File: config.mk
export PLATFORM = sky130hd
export DESIGN_NAME = trng_word_arbiter
export DESIGN_NICKNAME = d
export VERILOG_FILES = /design/src/rtl/trng_pkg.sv /design/src/rtl/trng_word_fifo.sv /design/src/rtl/trng_word_arbiter.sv
export SDC_FILE = /design/constraint.sdc
export NUM_CORES = 1
export LEC_CHECK = 0
export CAP_MARGIN = 25
export CORE_ASPECT_RATIO = 0.9
export CORE_MARGIN = 2
export CORE_UTILIZATION = 38
export CTS_BUF_LIST = sky130_fd_sc_hd__clkbuf_4
export DETAILED_ROUTE_END_ITERATION = 8
export GPL_TIMING_DRIVEN = 0
export PLACE_DENSITY = 0.7
export SLEW_MARGIN = 20
export SYNTH_ARGS = -nofsm -noshare
export SYNTH_HDL_FRONTEND = slang
export SYNTH_SLANG_ARGS = --single-unit
File: constraint.sdc
create_clock -name clk -period 2.7 [get_ports clk]
set_input_delay 0.54 -clock clk [delete_from_list [all_inputs] [get_ports clk]]
set_output_delay 0.54 -clock clk [all_outputs]
set_load 0.1 [all_outputs]
File: src/rtl/trng_pkg.sv
// Shared types and constants for the TRNG word arbiter and its word FIFO.
package trng_pkg;

  localparam int TRNG_WORD_W = 32;

  localparam int PORT_UART = 0;
  localparam int PORT_CPU  = 1;

  typedef logic [TRNG_WORD_W-1:0] word_t;

  typedef enum logic [1:0] {
    IDLE   = 2'd0,
    WARMUP = 2'd1,
    RUN    = 2'd2
  } state_t;

endpackage

File: src/rtl/trng_word_fifo.sv
// Power-of-two synchronous word FIFO with flush and a separate level counter.
module trng_word_fifo
  import trng_pkg::*;
#(
  parameter int FIFO_DEPTH = 4
) (
  input  logic                        clk,
  input  logic                        rst,
  input  logic                        push,
  input  logic                        pop,
  input  logic                        flush,
  input  word_t                       din,
  output word_t                       dout,
  output logic [$clog2(FIFO_DEPTH):0] level,
  output logic                        full,
  output logic                        empty
);

  localparam int PW = $clog2(FIFO_DEPTH);
  localparam int LW = PW + 1;

  word_t         mem [FIFO_DEPTH];
  logic [PW-1:0] wr_ptr;
  logic [PW-1:0] rd_ptr;
  logic          do_push;
  logic          do_pop;

  assign full    = (level == LW'(FIFO_DEPTH));
  assign empty   = (level == '0);
  assign do_pop  = pop && !empty;
  assign do_push = push && (!full || do_pop);
  assign dout    = mem[rd_ptr];

  // Pointers wrap naturally because the depth is a power of two.
  always_ff @(posedge clk or posedge rst) begin
    if (rst) begin
      wr_ptr <= '0;
      rd_ptr <= '0;
      level  <= '0;
    end else if (flush) begin
      wr_ptr <= '0;
      rd_ptr <= '0;
      level  <= '0;
    end else begin
      if (do_push) wr_ptr <= wr_ptr + 1'b1;
      if (do_pop)  rd_ptr <= rd_ptr + 1'b1;
      level <= level + LW'(do_push) - LW'(do_pop);
    end
  end

  // NOTE: storage has no reset; the level counter alone decides what is valid.
  always_ff @(posedge clk) begin
    if (do_push && !flush) mem[wr_ptr] <= din;
  end

endmodule

File: src/rtl/trng_word_arbiter.sv
// Warm-up discard, word buffering and round-robin hand-off of TRNG words to two consumers.
module trng_word_arbiter
  import trng_pkg::*;
#(
  parameter int WARMUP_WORDS = 4,
  parameter int FIFO_DEPTH   = 4,
  parameter int OVF_W        = 16
) (
  input  logic                        clk,
  input  logic                        rst,
  input  logic                        enable,
  input  logic [TRNG_WORD_W-1:0]      word_in,
  input  logic                        word_valid,
  input  logic                        req0,
  input  logic                        req1,
  output logic [TRNG_WORD_W-1:0]      rd_data,
  output logic                        gnt0,
  output logic                        gnt1,
  output logic [$clog2(FIFO_DEPTH):0] fifo_level,
  output logic                        warmup_done,
  output logic [OVF_W-1:0]            overflow_cnt
);

  localparam int WCW = (WARMUP_WORDS > 0) ? $clog2(WARMUP_WORDS + 1) : 1;

  state_t         state;
  state_t         next_state;
  logic [WCW-1:0] discard_cnt;
  logic           last_port;
  logic           win_port;
  logic           run_active;
  logic           pop;
  logic           push;
  logic           drop;
  logic           full;
  logic           empty;
  word_t          head;

  trng_word_fifo #(
    .FIFO_DEPTH(FIFO_DEPTH)
  ) u_fifo (
    .clk  (clk),
    .rst  (rst),
    .push (push),
    .pop  (pop),
    .flush(!enable),
    .din  (word_in),
    .dout (head),
    .level(fifo_level),
    .full (full),
    .empty(empty)
  );

  assign run_active  = (state == RUN) && enable;
  assign warmup_done = (state == RUN);
  assign pop         = run_active && !empty && (req0 || req1);
  assign push        = run_active && word_valid && (!full || pop);
  assign drop        = run_active && word_valid && full && !pop;

  // With both requesting, the port that was not served last goes first.
  always_comb begin
    win_port = 1'(PORT_UART);
    if (req1 && (!req0 || (last_port == 1'(PORT_UART)))) win_port = 1'(PORT_CPU);
  end

  always_ff @(posedge clk or posedge rst) begin
    if (rst) state <= IDLE;
    else     state <= next_state;
  end

  // NOTE: combinational blocks assign every output a default first so no latch is inferred.
  always_comb begin
    next_state = state;
    if (!enable) begin
      next_state = IDLE;
    end else begin
      case (state)
        IDLE:    next_state = (WARMUP_WORDS == 0) ? RUN : WARMUP;
        WARMUP:  if (word_valid && discard_cnt == WCW'(1)) next_state = RUN;
        RUN:     next_state = RUN;
        default: next_state = IDLE;
      endcase
    end
  end

  // Reloaded continuously while idle, so every entry into WARMUP starts from a full count.
  always_ff @(posedge clk or posedge rst) begin
    if (rst)                                discard_cnt <= WCW'(WARMUP_WORDS);
    else if (state == IDLE)                 discard_cnt <= WCW'(WARMUP_WORDS);
    else if (state == WARMUP && word_valid) discard_cnt <= discard_cnt - 1'b1;
  end

  // NOTE: sequential state uses non-blocking assignments so all registers update together.
  always_ff @(posedge clk or posedge rst) begin
    if (rst) begin
      gnt0         <= 1'b0;
      gnt1         <= 1'b0;
      rd_data      <= '0;
      last_port    <= 1'(PORT_CPU);
      overflow_cnt <= '0;
    end else begin
      gnt0 <= pop && (win_port == 1'(PORT_UART));
      gnt1 <= pop && (win_port == 1'(PORT_CPU));
      if (pop) begin
        rd_data   <= head;
        last_port <= win_port;
      end
      if (drop && overflow_cnt != '1) overflow_cnt <= overflow_cnt + 1'b1;
    end
  end

endmodule

== Word-level counts from Yosys, hierarchy flattened ==
Memories as Yosys holds them, arrays and structs flattened. A register that Yosys moved wholly into a read port is not among the register bits.
Cells that the tools add are included.

* Eq/ne operators: 8
* Add/subtract/negate cells: 6
* Muxes and demuxes: 13
* Reductions and logical operators: 27
* Bitwise logic cells: 2

{| class="wikitable"
|+ Operator list
! cell !! number
|-
| $add 16x1->16 const B || 1
|-
| $logic_and 1x1->1 || 16
|-
| $ne 16x16->1 const B || 1
|-
| $mux 2 || 6
|-
| $mux 3 || 3
|-
| $pmux 2 s3 || 1
|-
| $add 2x1->2 const B || 2
|-
| $logic_not 1->1 || 4
|-
| $logic_or 1x1->1 || 4
|-
| $ne 2x1->1 const B || 2
|-
| $add 3x1->3 || 1
|-
| $eq 3x1->1 const B || 1
|-
| $eq 3x3->1 const B || 1
|-
| $logic_not 3->1 || 1
|-
| $mux 1 || 3
|-
| $ne 3x3->1 const B || 1
|-
| $sub 3x1->3 || 1
|-
| $sub 3x1->3 const B || 1
|-
| $eq 2x1->1 const B || 1
|-
| $eq 2x2->1 const B || 1
|-
| $logic_not 2->1 || 1
|-
| $not 1->1 || 2
|-
| $reduce_bool 2->1 || 1
|}

* Bits in writable memories: 128
* Bits in registers: 31
* Memories kept: 1
* Output and inout port bits: 54

{| class="wikitable"
|+ Memories
! memory !! depth !! bits a word !! rd ports !! clocked after memory_dff !! write ports !! RTL line !! text
|-
| u_fifo.mem || 4 || 32 || 1 || 1 || 1 || trng_word_fifo.sv:22 || <nowiki>word_t mem [FIFO_DEPTH];</nowiki>
|}

== Longest topological paths before layout ==
* Depth after elaboration: 10
* Mapped depth: 11

== Hierarchy ==
A second synthesis with hierarchy kept.

* Cell total of the unflattened synthesis: 403
* Area total of the unflattened synthesis: 7559.8 um2

{| class="wikitable"
|+ By module, submodules not included
! module !! area an instance (um2) !! instances !! cells an instance !! sequential area each (um2)
|-
| trng_word_fifo || 5072.4 || 1 || 215 || 4018.9
|-
| trng_word_arbiter || 2487.4 || 1 || 188 || 1403.8
|}

== Worst setup path before layout ==
No wires, ideal clock.

* Path type: register to register
* Start point: register state[0]
* End point: register u_fifo.level[2]
* Arrival time: 3.187 ns
* Stages on the path, launching flop included: 12
* Data required time: 2.581 ns
* Path slack: -0.606 ns
* Path through: dfrtp_1 inv_1 ha_1 o211ai_1 nor3_1 a21o_1 ha_1 inv_1 fa_1 xnor2_1 xnor2_1 and2_1

* Word-level cells in the longest chain between the ends: 10
* Elaborated cells on any way between the ends: 13
* Classes of those cells: 2 x add/sub; 1 x eq/ne; 1 x mux; 9 x reduce/logical

{| class="wikitable"
|+ RTL lines
! what !! RTL line !! text
|-
| start: declaration || trng_word_arbiter.sv:26 || <nowiki>state_t state;</nowiki>
|-
| start signal: assignment || trng_word_arbiter.sv:68 || <nowiki>else state <= next_state;</nowiki>
|-
| $eq 2x2->1 (*) || -- ||
|-
| named net warmup_done || trng_word_arbiter.sv:20 || <nowiki>output logic warmup_done,</nowiki>
|-
| $logic_and 1x1->1 (*) || trng_word_arbiter.sv:54 || <nowiki>assign run_active = (state == RUN) && enable;</nowiki>
|-
| $logic_and 1x1->1 (2 in series) || trng_word_arbiter.sv:56 || <nowiki>assign pop = run_active && !empty && (req0 || req1);</nowiki>
|-
| $logic_or 1x1->1 or $logic_and 1x1->1 (tied branches) || trng_word_arbiter.sv:57, trng_word_fifo.sv:30 ||
|-
| $logic_and 1x1->1 or $logic_or 1x1->1 (tied branches) || trng_word_arbiter.sv:57, trng_word_fifo.sv:31 ||
|-
| $logic_and 1x1->1 || trng_word_fifo.sv:31 || <nowiki>assign do_push = push && (!full || do_pop);</nowiki>
|-
| $add 3x1->3 || trng_word_fifo.sv:47 || <nowiki>level <= level + LW'(do_push) - LW'(do_pop);</nowiki>
|-
| $sub 3x1->3 (*) || trng_word_fifo.sv:47 ||
|-
| $mux 3 (*) || trng_word_fifo.sv:40 || <nowiki>end else if (flush) begin</nowiki>
|-
| end signal: assignment || trng_word_fifo.sv:47 ||
|-
| end: declaration || trng_word_fifo.sv:14 || <nowiki>output logic [$clog2(FIFO_DEPTH):0] level,</nowiki>
|}

The timed path passes the listed nets; every way through them passes the cells marked *.
A chain may end at the register's enable or synchronous reset.

== Final worst setup path ==
* Start point: register state[0]
* End point: output warmup_done

* Word-level cells in the longest chain between the ends: 1

{| class="wikitable"
|+ RTL lines
! what !! RTL line !! text
|-
| $eq 2x2->1 || trng_word_arbiter.sv:55 || <nowiki>assign warmup_done = (state == RUN);</nowiki>
|-
| end: declaration || trng_word_arbiter.sv:20 ||
|}

No other way between the ends.

==> results by group <==
Timing
  • RSZ-0062 raised after global routing: yes
  • Final clock skew: about 0.019 ns
  • Relative max-transition margin: 0.323
  • Fmax achieved: between 0.3 and 0.4 GHz
  • Total count of hold-check failures in the final report: 0
  • Final TNS setup: 0 ns
  • Clock period minus worst slack: ~2.6 ns
  • Smallest hold slack: about 0.36 ns
  • Least-Margin Pin Slew: about 1.0 ns
  • Max-slew violations: 0
  • Final setup violation count: 0
  • Share of the clock period used by the worst path: 0.977

Synth
  • Number of synthesized register bits: between 150 and 200
  • YS warnings: 0
  • Net Count, Synth: between 400 and 500
  • Largest cells by area after synthesis: sky130_fd_sc_hd__edfxtp_1 51%, sky130_fd_sc_hd__dfrtp_1 20%, sky130_fd_sc_hd__mux4_2 9.6%
  • Share of synthesized area occupied by flip-flops and latches: 0.720
  • Top FF cell, synth: sky130_fd_sc_hd__edfxtp_1
  • Per-instance average area after synthesis: between 15 and 20 sq um
  • Largest area contributor in the netlist: sky130_fd_sc_hd__edfxtp_1
  • Number of flops mapped to enable cells by yosys: roughly 130
  • Proportion of netlist area held by the largest area contributor: 0.510
  • Unique cell type count in the Yosys netlist: 45
  • Combined area of all synthesized cells: approximately 7500 sq um
  • Share of flip-flops with an asynchronous set or reset after synthesis: 0.330
  • Count of mapped cells out of synthesis: around 400

Power
  • Relative contribution of combinational cells to total power: 0.285
  • Total leakage power: roughly 3.8 nW
  • Post-layout total power: between 6 and 7 mW
  • Switching part of the total power: 0.367
  • Worst supply voltage drop on vdd: ~600 uV
  • Power share of the clock group: 0.213
  • Psw: between 2 and 3 mW
  • Design internal power: between 4 and 5 mW
  • Pwr/cell area: ~760 nW/um^2
  • Seq pwr share: 0.502

Min path
  • Worst hold-check path type: in -> async

Worst setup path
  • Element type at the critical path end: output port
  • Cell-by-cell listing of the critical path: inv_1 -> ha_4 -> clkdlybuf4s15_1
  • Critical Path Fanout Max: 3
  • Worst stage delay on the critical path: slightly above 0.8 ns
  • Slowest library cell on the worst path: sky130_fd_sc_hd__clkdlybuf4s15_1
  • Critical Path RT: 2.16 ns
  • Worst endpoint data arrival time: between 2 and 2.5 ns
  • Critical Setup Path Class: reg -> out
  • CP delay by family, top: buffers and inverters
  • CP Launch Type: register
  • Buffers and inverters on the worst path: 2

Route
  • First-pass iteration count of the detailed router: 5
  • Iteration-0 DRC Markers: approximately 160
  • Detailed-route DRC error count: 0
  • Via count: around 3800
  • Routed length per placed instance: ~18 um
  • Average vias per placed instance: 5.00
  • Detailed-route wire length: between 10 and 15 mm
  • Remaining antenna violation count after routing: 0

Global route
  • Total global routing overflow: 0
  • Global-route wire length before repair: 22.1 mm
  • Number of global-route vias before repair: between 4000 and 5000
  • Pin count of the biggest net entering global routing: 37
  • Met2 track demand over resource in global routing: 0.247
  • Global-route track usage on met1: 0.175
  • Met3 track demand over resource: 0.0437
  • Overall routing resource usage: 0.141
  • Busiest layer in global routing: met2
  • Antenna violations before repair: 2

Job
  • Number of max-capacitance violations reported: 0

Placement
  • HPWL Detailed: about 8.8 mm
  • RePlAce Congestion: ~0.73
  • Post-DP Area: a little under 9000 sq um
  • Count of buffers inserted at the top-level ports: a little over 90

Clock tree
  • CTS tree: built
  • Clk pin slew, worst setup/hold paths: around 0.15 ns
  • CTS Buf Count: 17
  • Library cell used as clock root buffer: sky130_fd_sc_hd__clkbuf_4
  • Cts-stage hold buffer count: 0
  • Buffer levels on the longest clock path: 2
  • H-tree depth: 4
  • CTS sink cnt: roughly 190
  • Clock latency reported for the late side of the worst-skew pair: 0.55 ns

Floorplanning
  • Placeable core region: between 15000 and 20000 sq um
  • Starting density of the core: 0.390
  • Die area: 21000 sq um
  • Horizontal die dimension: around 150 um
  • Y dimension of the die: 138 um
  • Number of I/O pins: 92
  • Number of core rows: 48

Cells and area
  • Final standard cell utilization of the core: 0.472
  • Fraction of final layout cells with drive strength greater than 1: 0.250
  • Nets: ~560
  • Total non-filler cell area in the finished layout: roughly 9100 sq um
  • Area growth, synth to finish: 21.1%

Outcome
  • Result of the run: finished, final reports clean
worst paths after layout:
path                            depth (start not counted)                    startpoint                      endpoint  slack [ns]
worst min register to register                          1  overflow_cnt[15]$_DFFE_PP0P_  overflow_cnt[15]$_DFFE_PP0P_        0.50
min in group clk                                        1  overflow_cnt[15]$_DFFE_PP0P_  overflow_cnt[15]$_DFFE_PP0P_        0.50
worst max-delay path                                    3          state[0]$_DFFE_PP0P_                   warmup_done        0.06
worst min-delay path                                    2                           rst  overflow_cnt[15]$_DFFE_PP0P_        0.36
max in group asynchronous                               3                           rst       rd_data[22]$_DFFE_PP0N_        1.79
worst max register to register                          5          state[0]$_DFFE_PP0P_   u_fifo.mem[3][10]$_DFFE_PP_        0.10
per-layer routing:
metal  up-vias  routed length, um
li1       1748                  -
met1      1996               6070
met2        95               7290
met3         8                708
met4         0                 93
met5         -                  0
synth_stat cells, types with 3 or more instances:
cell and instances:
sky130_fd_sc_hd__and2_1 9, sky130_fd_sc_hd__and4_1 3, sky130_fd_sc_hd__buf_2 4, sky130_fd_sc_hd__clkbuf_1 5, sky130_fd_sc_hd__dfrtp_1 61, sky130_fd_sc_hd__edfxtp_1 128
sky130_fd_sc_hd__ha_1 12, sky130_fd_sc_hd__inv_1 9, sky130_fd_sc_hd__mux2_2 32, sky130_fd_sc_hd__mux4_2 32, sky130_fd_sc_hd__nand2_1 12, sky130_fd_sc_hd__nand3_1 5
sky130_fd_sc_hd__nand4_1 4, sky130_fd_sc_hd__nor2_1 5, sky130_fd_sc_hd__nor3_1 12, sky130_fd_sc_hd__xnor2_1 4, sky130_fd_sc_hd__xor2_1 17
power groups by stage:
stage	clock network (mW)	logic, mW	registers [mW]
global placement	0	1.94	3.53
floorplan	0	0.411	4.59
global route	1.64	2.04	3.50
finish	1.47	1.97	3.47
detailed placement	0	1.99	3.54
CTS	1.53	1.98	3.48
layout by cell type (no fill, tap or decap), drive strengths merged, types with 4 or more instances in the layout:
cell type,n
nor2,7
ha,12
and2,9
buf,11
mux4,32
xor2,17
nand2,12
mux2,33
edfxtp,128
xnor2,4
nand4,6
nand3,7
nor4,5
clkdlybuf4s50,50
inv,13
dlygate4sd2,20
clkbuf,27
nor3,12
dlymetal6s2s,20
dfrtp,61
cells by family after synthesis:
group | Yosys count | share of synthesized area
adders and majority gates | 13 | 0.0226
DFF | 191 | 0.720
xor gates and xnor gates | 21 | 0.0244
buffers and inverters | 22 | 0.0149
muxes | 67 | 0.148
and+or+nand+nor | 69 | 0.0624
AOI/OAI and AO/OA | 9 | 0.00847
registers in the layout, summed over array words and instances, names as in the netlist:
signal and flops:
discard_cnt 3, gnt0 1, gnt1 1, last_port 1, overflow_cnt 16, rd_data 32, state 2, u_fifo.level 3
u_fifo.mem 128, u_fifo.rd_ptr 2, u_fifo.wr_ptr 2
layout make-up:
class	count	area, sq um
Multi-Input combinational cell	179	2030
Clock buffer	21	158
Tap cell	250	313
Clock inverter	11	109
Inverter	9	36.3
Sequential cell	191	5430
Buffer	13	78.8
Timing Repair Buffer	95	978
Fill cell	1678	10200
Antenna cell	1	2.50
per-stage QoR:
step / worst slack (ns) / std cells
after floorplan: 0.00762 / 392
after global placement: -1.07 / 733
after detailed placement: -0.461 / 734
after CTS: 0.000907 / 766
after global routing: -0.0699 / 770
final: 0.0632 / 770
repair_timing:
| action | 4_1_cts | 5_1_grt |
|---|---|---|
| pin swaps | 0 | 2 |
| gates resized for setup | 24 | 21 |
| endpoints found under the setup margin | 30 | 86 |
| endpoints found under the hold margin | 0 | 0 |
| buffers inserted | 0 | 3 |
| cloned | 0 | 0 |
Power figures use the tool's default switching activity.
==> RTL change 1: new RTL, config.mk and constraints unchanged <==
The 3 states of `state_t` get a one-hot encoding in 3 bits.
--- a/src/rtl/trng_pkg.sv
+++ b/src/rtl/trng_pkg.sv
@@ -8,10 +8,10 @@
 
   typedef logic [TRNG_WORD_W-1:0] word_t;
 
-  typedef enum logic [1:0] {
-    IDLE   = 2'd0,
-    WARMUP = 2'd1,
-    RUN    = 2'd2
+  typedef enum logic [2:0] {
+    IDLE   = 3'b001,
+    WARMUP = 3'b010,
+    RUN    = 3'b100
   } state_t;
 
 endpackage
Check against the original RTL: same outputs for any inputs over 10 cycles, from zero or initial values and one cycle with rst high; not proved beyond that.
==> RTL change 1 against the unedited design <==
- synthesized cell count increased by 19%
- via count increased by 8.7%
- cell area increased by 0.95%
- area after synthesis about the same
- fmax increased by 1.3%
- critical path depth decreased by 2
- routed wire length increased by 5.5%
- non-clock buffer count increased by 8
- clock skew increased by 8.0 ps
- setup slack improved by 34 ps
- sequential cell count increased by 1
Power is not compared: it rests on default switching activity, and its combinational part moved more than twofold at a synthesized area within 25%.
==> RTL change 1: results (changes against the unedited design) <==
Ant. Diodes=0 (-1); slowest stage delay, CP=1130 ps (+310 ps); Placer Congestion=0.757 (+3.6%); Crit Reg-Reg Endpoint=u_fifo.level[2]; Worst Clk Skew=27.3 ps (+8.03 ps); clk_lat worst skew=570 ps (+20 ps); Net Count, Synth=515 (+16%); vias in the first global route=4409 (+9.6%); Synth Area in Adders=1.60% (-0.66 points); routed vias/inst=4.95 (-0.96%); IO buf count=90 (-1.1%); nets=629 (+13%); R2R depth=11 (+6); status=completed; Yosys cell types=40 (-11%); antenna violations before repair=1 (-1); FF-to-FF setup slack=170 ps (+70 ps); top cells by area, synth=edfxtp_1 51%, dfrtp_1 20%, mux4_2 9.6%, nand2_1 5.4%, xnor2_1 1.7%; Layout fillers=1670 (-0.48%); CP max FO=2 (-1); Iteration-0 DRC Markers=212 (+37%); largest net degree at the start of global routing=41 (+11%); first-pass GRT wire length=23.8 mm (+7.6%); reg2reg start=state[2]; WL/cell=17.7 µm (-3.9%); crit path from=rd_data[14]; fmax=384 MHz (+1.3%); clock-pin slew on the worst setup and hold paths=170 ps (+20 ps); pre-CTS WS=-449 ps (+11.6 ps); GRT Resource Usage Total=15.1% (+0.98 points); Synth top cells by count=128 x edfxtp_1, 108 x nand2_1, 61 x dfrtp_1, 32 x mux4_2, 15 x xnor2_1; Slowest cell on crit path=clkdlybuf4s50_1; CP Data Arrival Time=2060 ps (-40 ps); DP Wirelength=9.79 mm (+12%)
==> RTL change 1: cell count changes after synthesis, sizes merged, moves of 4 or more <==
cell / before / now
xnor2: 4 / 15
a21oi: 1 / 6
nor2: 7 / 12
ha: 12 / 8
o21ai: 2 / 7
nand2: 12 / 108
xor2: 17 / 4
buf: 7 / 15
mux2: 33 / 1
nor3: 12 / 2
nor4: 5 / 1
==> RTL change 1: cells by family (layout without fill, tap and decap cells) <==
group,Yosys count,in the layout
DFF,192,192
xor gates and xnor gates,19,19
adders and majority gates,9,9
muxes,36,36
buffers and inverters,29,156
AOI/OAI and AO/OA,17,17
and+or+nand+nor,166,166
==> RTL change 1: where the power goes <==
group	switching, mW	leakage [nW]	total [mW]	internal [mW]
Sequential	0.00894	2.03	3.16	3.15
Clock	1.05	0.164	1.65	0.597
Combinational	0.0909	1.75	0.174	0.0836
==> RTL change 1: layout make-up <==
cell class,count,share of cell area [%]
plain buffers,21,1.21
clock buffers,17,1.39
clock inverters,15,2.02
inverters,8,0.353
multi-input cells,247,21.3
flip-flops and latches,192,59.2
well taps,250,3.40
repair buffers,95,11.1
==> RTL change 1: metal layers <==
metal,track usage [%],vias up,part of all wire [%]
met5,0,-,0
met4,5.04,0,1.5
met3,4.34,16,5.2
met2,25.7,109,49
met1,18.9,2115,45
li1,-,1941,-
==> RTL change 1: timing repair <==
action                                  CTS  global route
pin swaps                                 0             0
gates cloned                              0             0
resized for setup                        33            25
hold endpoints to repair                  0             0
endpoints found under the setup margin   29            24
==> RTL change 1: per-stage QoR <==
| step | cells | total power, mW |
|---|---|---|
| 5_1_grt | 845 | 5.19 |
| 2_1_floorplan | 468 | 3.29 |
| 6_report | 845 | 4.99 |
| 3_5_place_dp | 813 | 3.40 |
| 4_1_cts | 845 | 5.05 |
| 3_3_place_gp | 808 | 3.37 |
==> RTL change 1: how the worst min path moves through the flow <==
| stage | startpoint | endpoint | slack [ps] | cells past startpoint |
|---|---|---|---|---|
| final | rst | discard_cnt[0] | 270 | 2 |
| after CTS | rst | discard_cnt[0] | 240 | 2 |
| after global routing | rst | discard_cnt[1] | 220 | 2 |
| after floorplan | discard_cnt[1] | discard_cnt[1] | 470 | 1 |
| after global placement | rd_data[9] | rd_data[9] | 460 | 2 |
| after detailed placement | rd_data[15] | rd_data[15] | 460 | 2 |
==> RTL change 2: new RTL, same settings <==
Made on the original files. Change the parameter `WARMUP_WORDS` from 4 to 2.
--- a/src/rtl/trng_word_arbiter.sv
+++ b/src/rtl/trng_word_arbiter.sv
@@ -2,7 +2,7 @@
 module trng_word_arbiter
   import trng_pkg::*;
 #(
-  parameter int WARMUP_WORDS = 4,
+  parameter int WARMUP_WORDS = 2,
   parameter int FIFO_DEPTH   = 4,
   parameter int OVF_W        = 16
 ) (
Formal check against the unedited RTL: not equivalent (Yosys sat finds a counterexample within 4 cycles, from zero or initial values and one cycle with rst high).
==> RTL change 2 against the unedited design <==
- area after synthesis decreased by 1.4%
- power decreased by 4.2%
- routed wire length decreased by 2.4%
- setup slack improved by 47 ps
- sequential cell count decreased by 1
- die area decreased by 1.4%
- sequential power decreased by 2%
- highest routed layer is now met5
- cell area decreased by 0.37%
==> RTL change 2: results (changes against the unedited design) <==
pre-CTS WS=-477 ps (-15.6 ps); P_leak=3.90 nW (+2.7%); top cells by area, synth=edfxtp_1 52%, dfrtp_1 20%, mux4_2 9.7%, mux2_2 4.9%, ha_1 1.9%; met1 usage=18.6% (+1.1 points); largest net degree at the start of global routing=35 (-5.4%); Synth top cells by count=128 x edfxtp_1, 60 x dfrtp_1, 32 x mux2_2, 32 x mux4_2, 13 x xor2_1; biggest regs=u_fifo.mem: 128 flops, rd_data: 32 flops, overflow_cnt: 16 flops; Placer Congestion=0.758 (+3.7%); Yosys cell types=40 (-11%); clock-pin slew on the worst setup and hold paths=170 ps (+20 ps); met2 WL=7.03 mm (-3.6%); DP Wirelength=8.87 mm (+1.1%); slowest stage delay, CP=1130 ps (+310 ps); Iteration-0 DRC Markers=173 (+12%); status=completed; combinational gate power=1.50 mW (-24%); nets=546 (-2.0%); IO buf count=91 (unchanged); Net Count, Synth=433 (-2.3%); layout cells sized above 1=25.5% (+0.49 points); max layer used=met5; worst vdd ir=0.492 mV (-19%); multiplexer share of the synthesized area=15.2% (+0.48 points); Post-Synthesis Cells=383 (-2.3%); routed vias/inst=4.98 (-0.34%); Synth Area in Compound Gates=1.30% (+0.45 points); Worst Clk Skew=23.8 ps (+4.55 ps); CP Data Arrival Time=2050 ps (-50 ps); Layout fillers=1609 (-4.1%); WL/cell=18.2 µm (-1.1%); first-pass GRT wire length=21.8 mm (-1.3%); Metal-1 WL=6.08 mm (about the same); Synth Area in XOR/XNOR=2.36% (-0.083 points); root buffer cell=clkbuf_4; register area share after synthesis=72.7% (+0.69 points); GR Util met2=24.0% (-0.79 points); footprint of the multi-input gates=1970 µm² (-2.8%); CP max FO=2 (-1); placed inst area=8700 µm² (-1.2%); Slowest cell on crit path=clkdlybuf4s50_1; non-filler cells, final=760 (-1.3%); Power Clock=1.71 mW (+16%); iteration count of the initial detailed-routing pass=5 (unchanged); seq pwr=3.40 mW (-2%); GRT Resource Usage Total=14.4% (+0.23 points); Post-synth ARST share=32.6% (-0.35 points); P_sw=2.23 mW (-12%); vias in the first global route=3966 (-1.4%); Num CTS Buffers=17 (unchanged); GR Layer Usage met3=4.27% (-0.11 points)
## RTL change 2: final cells by class
| class | count | share of cell area (%) |
|---|---|---|
| Multi-Input combinational cell | 169 | 21.6 |
| Timing Repair Buffer | 94 | 10.8 |
| Clock inverter | 15 | 2.19 |
| Tap cell | 250 | 3.44 |
| Antenna cell | 1 | 0.0275 |
| Sequential cell | 190 | 59.4 |
| Inverter | 11 | 0.482 |
| Clock buffer | 17 | 1.40 |
| Buffer | 13 | 0.647 |
## RTL change 2: timing repair
action                     CTS  global route
setup endpoints to repair  154            26
hold buffers                 0             0
setup buffers                0             2
resized for setup           32            28
pin swaps                    0             3
## RTL change 2: final timing paths
check                                  endpoint  cells after the start  slack, ps        start
worst max-delay path                rd_data[10]                      1        110  rd_data[10]
worst min-delay path            overflow_cnt[2]                      2        300          rst
worst max register to register  u_fifo.level[2]                     11        230     state[0]
worst min register to register        last_port                      2        510    last_port
max in group asynchronous        discard_cnt[1]                      3       1790          rst
min in group clk                      last_port                      2        510    last_port
